<file path="src/rtl/fifo_wr_arbiter.sv">
// Round-robin, packet-atomic arbiter for the shared write port of the async FIFO (clk_w domain).
// Optional burst limit: define WARB_BURST_LIMIT_EN to end a grant after MAX_BURST accepted beats.
module fifo_wr_arbiter #(
  parameter int N_REQ      = 4,
  parameter int DATA_WIDTH = 8,
  parameter int MAX_BURST  = 8,
  localparam int GW        = (N_REQ > 1) ? $clog2(N_REQ) : 1
) (
  input  logic                        clk_w,
  input  logic                        arst,
  input  logic [N_REQ-1:0]            req_valid,
  input  logic [N_REQ*DATA_WIDTH-1:0] req_data,
  input  logic [N_REQ-1:0]            req_last,
  output logic [N_REQ-1:0]            req_ready,
  input  logic                        fifo_full,
  output logic                        fifo_w_en,
  output logic [DATA_WIDTH-1:0]       fifo_w_data,
  output logic                        grant_valid,
  output logic [GW-1:0]               grant_id
);

  typedef enum logic {IDLE, XFER} state_t;

  state_t          state_reg, state_next;
  logic [GW-1:0]   grant_id_reg, grant_id_next;
  logic [GW-1:0]   last_id_reg, last_id_next;
  logic            xfer;
  logic            owner_valid;
  logic            owner_last;
  logic            beat_accept;
  logic            burst_hit;
  logic            sel_found;
  logic [GW-1:0]   sel_id;
  logic [DATA_WIDTH-1:0] masked_data [N_REQ];

  assign xfer        = (state_reg == XFER);
  assign grant_valid = xfer;
  assign grant_id    = grant_id_reg;
  assign owner_valid = req_valid[grant_id_reg];
  assign owner_last  = req_last[grant_id_reg];
  assign fifo_w_en   = xfer & owner_valid & ~fifo_full;
  assign beat_accept = fifo_w_en;

  // Ready and data steering depend only on grant state and fifo_full, never on non-owner inputs.
  for (genvar gi = 0; gi < N_REQ; gi++) begin : g_port
    assign req_ready[gi]   = xfer && (grant_id_reg == GW'(gi)) && !fifo_full;
    assign masked_data[gi] = (xfer && (grant_id_reg == GW'(gi))) ?
                             req_data[gi*DATA_WIDTH +: DATA_WIDTH] : '0;
  end

  always_comb begin
    fifo_w_data = '0;
    for (int i = 0; i < N_REQ; i++) begin
      fifo_w_data = fifo_w_data | masked_data[i];
    end
  end

  // Circular scan starting just after the previous owner.
  always_comb begin
    int idx_int;
    logic [GW-1:0] idx;
    sel_found = 1'b0;
    sel_id    = '0;
    idx_int   = 0;
    idx       = '0;
    for (int k = 1; k <= N_REQ; k++) begin
      idx_int = (int'(last_id_reg) + k) % N_REQ;
      idx     = idx_int[GW-1:0];
      if (!sel_found && req_valid[idx]) begin
        sel_found = 1'b1;
        sel_id    = idx;
      end
    end
  end

`ifdef WARB_BURST_LIMIT_EN
  localparam int CW = $clog2(MAX_BURST + 1);
  logic [CW-1:0] beat_cnt_reg, beat_cnt_next;

  assign burst_hit = beat_accept && (beat_cnt_reg == CW'(MAX_BURST - 1));

  always_comb begin
    beat_cnt_next = beat_cnt_reg;
    if (beat_accept) begin
      if (owner_last || burst_hit) beat_cnt_next = '0;
      else                         beat_cnt_next = beat_cnt_reg + 1'b1;
    end
  end

  always_ff @(posedge clk_w or posedge arst) begin
    if (arst) beat_cnt_reg <= '0;
    else      beat_cnt_reg <= beat_cnt_next;
  end
`else
  // Without the limit a grant is never cut short (MAX_BURST is always >= 1).
  assign burst_hit = (MAX_BURST < 1);
`endif

  always_comb begin
    state_next    = state_reg;
    grant_id_next = grant_id_reg;
    last_id_next  = last_id_reg;
    case (state_reg)
      IDLE: begin
        if (sel_found) begin
          grant_id_next = sel_id;
          state_next    = XFER;
        end
      end
      XFER: begin
        if (beat_accept && (owner_last || burst_hit)) begin
          state_next   = IDLE;
          last_id_next = grant_id_reg;
        end
      end
      default: state_next = IDLE;
    endcase
  end

  always_ff @(posedge clk_w or posedge arst) begin
    if (arst) begin
      state_reg    <= IDLE;
      grant_id_reg <= '0;
      last_id_reg  <= GW'(N_REQ - 1);
    end else begin
      state_reg    <= state_next;
      grant_id_reg <= grant_id_next;
      last_id_reg  <= last_id_next;
    end
  end

endmodule
</file>
<file path="config.mk">
export PLATFORM = sky130hd
export DESIGN_NAME = fifo_wr_arbiter
export DESIGN_NICKNAME = d
export VERILOG_FILES = /design/src/rtl/fifo_wr_arbiter.sv
export SDC_FILE = /design/constraint.sdc
export NUM_CORES = 1
export LEC_CHECK = 0
export ABC_AREA = 1
export CAP_MARGIN = 20
export CORE_MARGIN = 1.5
export CORE_UTILIZATION = 35
export CTS_CLUSTER_DIAMETER = 50
export DETAILED_ROUTE_END_ITERATION = 7
export PLACE_DENSITY_LB_ADDON = 0.12
export SETUP_SLACK_MARGIN = 0.5
export SLEW_MARGIN = 5
export SYNTH_ARGS = -nofsm -noshare
export SYNTH_HDL_FRONTEND = slang
export SYNTH_SLANG_ARGS = --single-unit
</file>
<file path="constraint.sdc">
create_clock -name clk_w -period 2.8 [get_ports clk_w]
set_clock_uncertainty 0.15 [all_clocks]
set_input_delay 0.56 -clock clk_w [delete_from_list [all_inputs] [get_ports clk_w]]
set_output_delay 0.56 -clock clk_w [all_outputs]
set_load 0.01 [all_outputs]
</file>
Word-level counts from Yosys, hierarchy flattened:

Cells that the tools add are included.

* input port bits: 43
* output and inout port bits: 16
* register bits after elaboration: 5
* logic and storage cells: 68

* magnitude comparators: 5
* reduce and logical (&&, ||, !) cells: 19
* muxes and demuxes: 27
* equal/unequal tests: 3
* $add $sub $neg: 4
* bitwise logic cells: 7

Operators with widths (count)
* $mux W8: 4
* $or A8 B8 Y8: 3
* $lt A2 B3 Y1 const B: 5
* $bmux W1 S2: 6
* $logic_and A1 B1 Y1: 12
* $mux W1: 12
* $mux W2: 4
* $add A2 B1 Y2 const B: 2
* $add A2 B2 Y2 const B: 2
* $eq A2 B2 Y1 const B: 2
* $logic_not A1 Y1: 4
* $reduce_and A2 Y1: 2
* $and A1 B1 Y1: 2
* $eq A2 B1 Y1 const B: 1
* $logic_not A2 Y1: 1
* $not A1 Y1: 2
* $pmux W1 S2: 1

Longest topological paths before layout:

* depth after elaboration: 15
* mapped depth: 12
* gate-level depth less buffers: 11

Worst setup path before layout:

OpenSTA, ideal clock, no wires.

* kind: flip-flop to output port
* start point: reg grant_id_reg[0], in the netlist grant_id[0]
* end point: out fifo_w_data[5]
* arrival: 1.164 ns
* path slack: 0.926 ns
* path buffers: 0
* cell stages (with the launch flop): 6
* cell sequence: dfrtp_1 -> nor2_1 -> inv_1 -> nor2_1 -> nand2_1 -> nand3_1

* word-level cells in the longest chain between the ends: 6
* elaborated cells between the ends (all ways): 15
* classes of those cells: eq/ne: 3; mux: 4; bitwise: 3; reduce/logical: 5

Ends and longest elaborated chain
* from (decl): RTL line 25 `logic [GW-1:0] grant_id_reg, grant_id_next;`
* from (signal assigned): RTL line 127 `grant_id_reg <= grant_id_next;`
* $eq A2 B1 Y1 / $logic_not A2 Y1 (equally long branches): RTL line 47 `assign masked_data[gi] = (xfer && (grant_id_reg == GW'(gi))) ?`
* $logic_and A1 B1 Y1: RTL line 47
* $mux W8: RTL line 47
* $or A8 B8 Y8 (2 in a row): RTL line 54 `fifo_w_data = fifo_w_data | masked_data[i];`
* $or A8 B8 Y8 *: RTL line 54
* to (decl): RTL line 17 `output logic [DATA_WIDTH-1:0] fifo_w_data,`

Mark *: on every way between the ends. The rest lies on a longest branch, timed or not.

Worst setup path after layout:

* start point: reg grant_id_reg[1], in the netlist grant_id[1]
* end point: out fifo_w_data[7]

Same word-level chain as after synthesis.

==> flow_metrics.tcl <==
set metrics [dict create \
    synth_top_area_share_pct 30.76 \
    crit_required_ps 2090 \
    place.gp.congestion 0.8273 \
    dieArea_um2 2413 \
    fin_area_um2 1420 \
    synth_cells 138 \
    post_synth.cell_area_avg_um2 5.395 \
    final_layout_size_suffix_gt1_share_pct 22.71 \
    cts_inserted_buffers 3 \
    r2r_end "grant_id[1]" \
    synth_sequential_area_ratio_pct 17.14 \
    regToRegStartpoint "last_id_reg[0]" \
    timing.max_slew.rel_slack_pct 83.56 \
    max_freq_mhz 434.7 \
    drt-met1-wl_um 1248 \
    globalRoute.totalOverflow 0 \
    clkLatencyLatePin_ps 250 \
    cp-start-kind "register" \
    status "completed" \
    clk_pin_slew_ps 50 \
    critPathArrivalTime_ps 1590 \
    floorplan.io_pins 59 \
    max-clock-path-buffers 2 \
    maxCapViolations 0 \
    crit_path_end_kind "output pin" \
    finalWorstPathRequiredPeriod_ps 2300 \
    hold_viol_final 0 \
    post_synth_main_area_contributors "sky130_fd_sc_hd__nand2_1 (31%), sky130_fd_sc_hd__dfrtp_1 (10%), sky130_fd_sc_hd__nand3_1 (8.7%)" \
    netlist.top_cell.by_area "sky130_fd_sc_hd__nand2_1" \
    routed-wl-met2_um 1521 \
    ys_types 20 \
    r2r_slack_ps 1030 \
    grt_max_degree 11 \
    nets 251 \
    total_number_of_vias 1133 \
    grt_first_pass_wirelength_um 4264 \
    avgViaCountPerCell 4.842 \
    placed_area_um2 1385 \
    area.growth.synth_to_final_pct 90.76 \
    highest_layer "met4" \
    finalMaxSlewViolations 0 \
    drt.antenna.violating_nets 0 \
    tritoncts_num_sinks 5 \
    core-area_um2 1982 \
    wirelength_um 2914 \
    setup-tns-final_ps 0 \
    p_leak_nw 0.7202 \
    vdd_drop_max_v 0.0007304 \
    post_synth_instance_area_um2 744.5 \
    diodes 0 \
    die_h_um 49.12 \
    row_count 16 \
    route.detailed.drc 0 \
    period_share_pct 82.16 \
    antenna_violations_before_repair 0 \
    placement.io_buffers 58 \
    yosys_register_bits 5 \
    cts.htree.levels 1 \
    critical_path_class "reg -> out" \
    gr-usage-all-layers_pct 22.31 \
    post-dp-hpwl_um 2264 \
    finalCoreUtilization_pct 71.65 \
    met3RoutedLength_um 124 \
    synthesis.yosys.warnings 0 \
    grt_pass1_vias 975 \
    drt_iter0_markers 22 \
    r2r_cells 11 \
    synthesis.nets 181 \
    start_util_pct 37.56 \
    grt_setup_unrepaired "yes" \
    drt-pass1-iter-count 4 \
    setup_violations 0 \
    clock-root-buffer "sky130_fd_sc_hd__clkbuf_4" \
    cts_tree "done" \
    finalPower_mw 1.294 \
    critPathMaxFanout 8 \
    post_drt_wl_per_cell_um 12.45 \
    min_path_type "in -> async" \
    power-per-cell-area_nw_per_um2 911.2 \
    tightestPinTransition_ps 246.2 \
    fp.dieW_um 49.12 \
]
==> how the worst max path moves through the flow <==
stage | from | endpoint | slack (ps) | cells after the start
after global placement | req_valid[1] | fifo_w_en | 30 | 7
after global routing | grant_id[0] | fifo_w_data[7] | 440 | 8
after detailed placement | req_valid[3] | fifo_w_en | 4 | 7
after floorplan | grant_id[0] | fifo_w_data[5] | 930 | 5
after CTS | req_valid[2] | fifo_w_en | 260 | 7
final | grant_id[1] | fifo_w_data[7] | 500 | 8
==> layout make-up <==
| class | count | area [um2] |
|---|---|---|
| Timing Repair Buffer | 66 | 603.1 |
| Sequential cell | 5 | 130.1 |
| Fill cell | 168 | 561.8 |
| Inverter | 14 | 57.56 |
| Tap cell | 27 | 33.78 |
| Clock buffer | 4 | 26.28 |
| Multi-Input combinational cell | 118 | 569.3 |
==> kinds of logic (layout without fill, tap and decap cells) <==
| family | after synthesis | in the layout | share of synthesized area [%] |
|---|---|---|---|
| compound gates | 10 | 10 | 8.234 |
| flops | 5 | 5 | 17.14 |
| simple gates | 108 | 108 | 65.71 |
| buf+inv | 15 | 84 | 8.908 |
==> cell usage in the layout (no fill, tap or decap), types with 2 or more instances in the layout <==
cell	n
sky130_fd_sc_hd__a21oi_1	2
sky130_fd_sc_hd__a22oi_1	2
sky130_fd_sc_hd__buf_4	8
sky130_fd_sc_hd__clkbuf_2	8
sky130_fd_sc_hd__clkbuf_4	3
sky130_fd_sc_hd__clkdlybuf4s50_1	40
sky130_fd_sc_hd__dfrtp_2	2
sky130_fd_sc_hd__dfstp_2	2
sky130_fd_sc_hd__dlygate4sd2_1	4
sky130_fd_sc_hd__dlymetal6s2s_1	5
sky130_fd_sc_hd__inv_1	9
sky130_fd_sc_hd__inv_2	3
sky130_fd_sc_hd__inv_4	2
sky130_fd_sc_hd__nand2_1	59
sky130_fd_sc_hd__nand2_2	11
sky130_fd_sc_hd__nand3_1	13
sky130_fd_sc_hd__nand3_2	2
sky130_fd_sc_hd__nand4_1	7
sky130_fd_sc_hd__nor2_1	9
sky130_fd_sc_hd__nor3_1	3
sky130_fd_sc_hd__o21ai_0	3
==> through the flow <==
stage                     setup WS (ps)  hold WS (ps)  std cells
after floorplan                   926.0         187.1        138
after global routing              436.1         394.8        234
after CTS                         259.3         360.9        232
final                             499.6         353.3        234
after detailed placement          3.540         371.0        227
after global placement            28.34         366.0        227
==> critical path: stages (launching register included) <==
cell and delay, ps:
sky130_fd_sc_hd__dfrtp_2 470, sky130_fd_sc_hd__nor2_2 130, sky130_fd_sc_hd__inv_1 90, sky130_fd_sc_hd__nor2_1 110
sky130_fd_sc_hd__buf_4 180, sky130_fd_sc_hd__buf_4 120, sky130_fd_sc_hd__nand2_1 40, sky130_fd_sc_hd__nand3_1 70
sky130_fd_sc_hd__clkbuf_2 130
==> cell usage after synthesis <==
| cell type | n |
|---|---|
| sky130_fd_sc_hd__nor3_1 | 4 |
| sky130_fd_sc_hd__or2_1 | 1 |
| sky130_fd_sc_hd__o21ai_2 | 1 |
| sky130_fd_sc_hd__nor2_1 | 10 |
| sky130_fd_sc_hd__nand2_1 | 61 |
| sky130_fd_sc_hd__a22oi_1 | 2 |
| sky130_fd_sc_hd__nand3_1 | 13 |
| sky130_fd_sc_hd__nand4_1 | 7 |
| sky130_fd_sc_hd__inv_1 | 10 |
| sky130_fd_sc_hd__inv_4 | 1 |
| sky130_fd_sc_hd__buf_6 | 1 |
| sky130_fd_sc_hd__o21ai_0 | 3 |
| sky130_fd_sc_hd__dfstp_2 | 2 |
| sky130_fd_sc_hd__nand3_2 | 2 |
| sky130_fd_sc_hd__nand2_2 | 9 |
| sky130_fd_sc_hd__nor2_4 | 1 |
| sky130_fd_sc_hd__dfrtp_1 | 3 |
| sky130_fd_sc_hd__inv_2 | 3 |
| sky130_fd_sc_hd__o22ai_1 | 2 |
| sky130_fd_sc_hd__a21oi_1 | 2 |
==> what timing repair did <==
action                                  in CTS  in global routing
hold endpoints to repair                     0                  0
resized for setup                           20                 26
endpoints found under the setup margin      13                 13
buffers inserted                             1                  2
pin swaps                                    0                  1
hold buffers                                 0                  0
==> layer usage <==
layer  vias to the layer above  track usage [%]
met5                         -                0
met4                         0            4.286
met3                         4            4.294
met2                        32            40.09
met1                       510            27.41
li1                        587                -
==> power breakdown <==
| group | total [mW] | leakage, nW | internal, mW | switching (mW) |
|---|---|---|---|---|
| logic | 1.02 | 0.652 | 0.435 | 0.582 |
| registers | 0.189 | 0.0534 | 0.118 | 0.0704 |
| clock network | 0.0881 | 0.0150 | 0.0542 | 0.0340 |
Power figures use the tool's default switching activity.
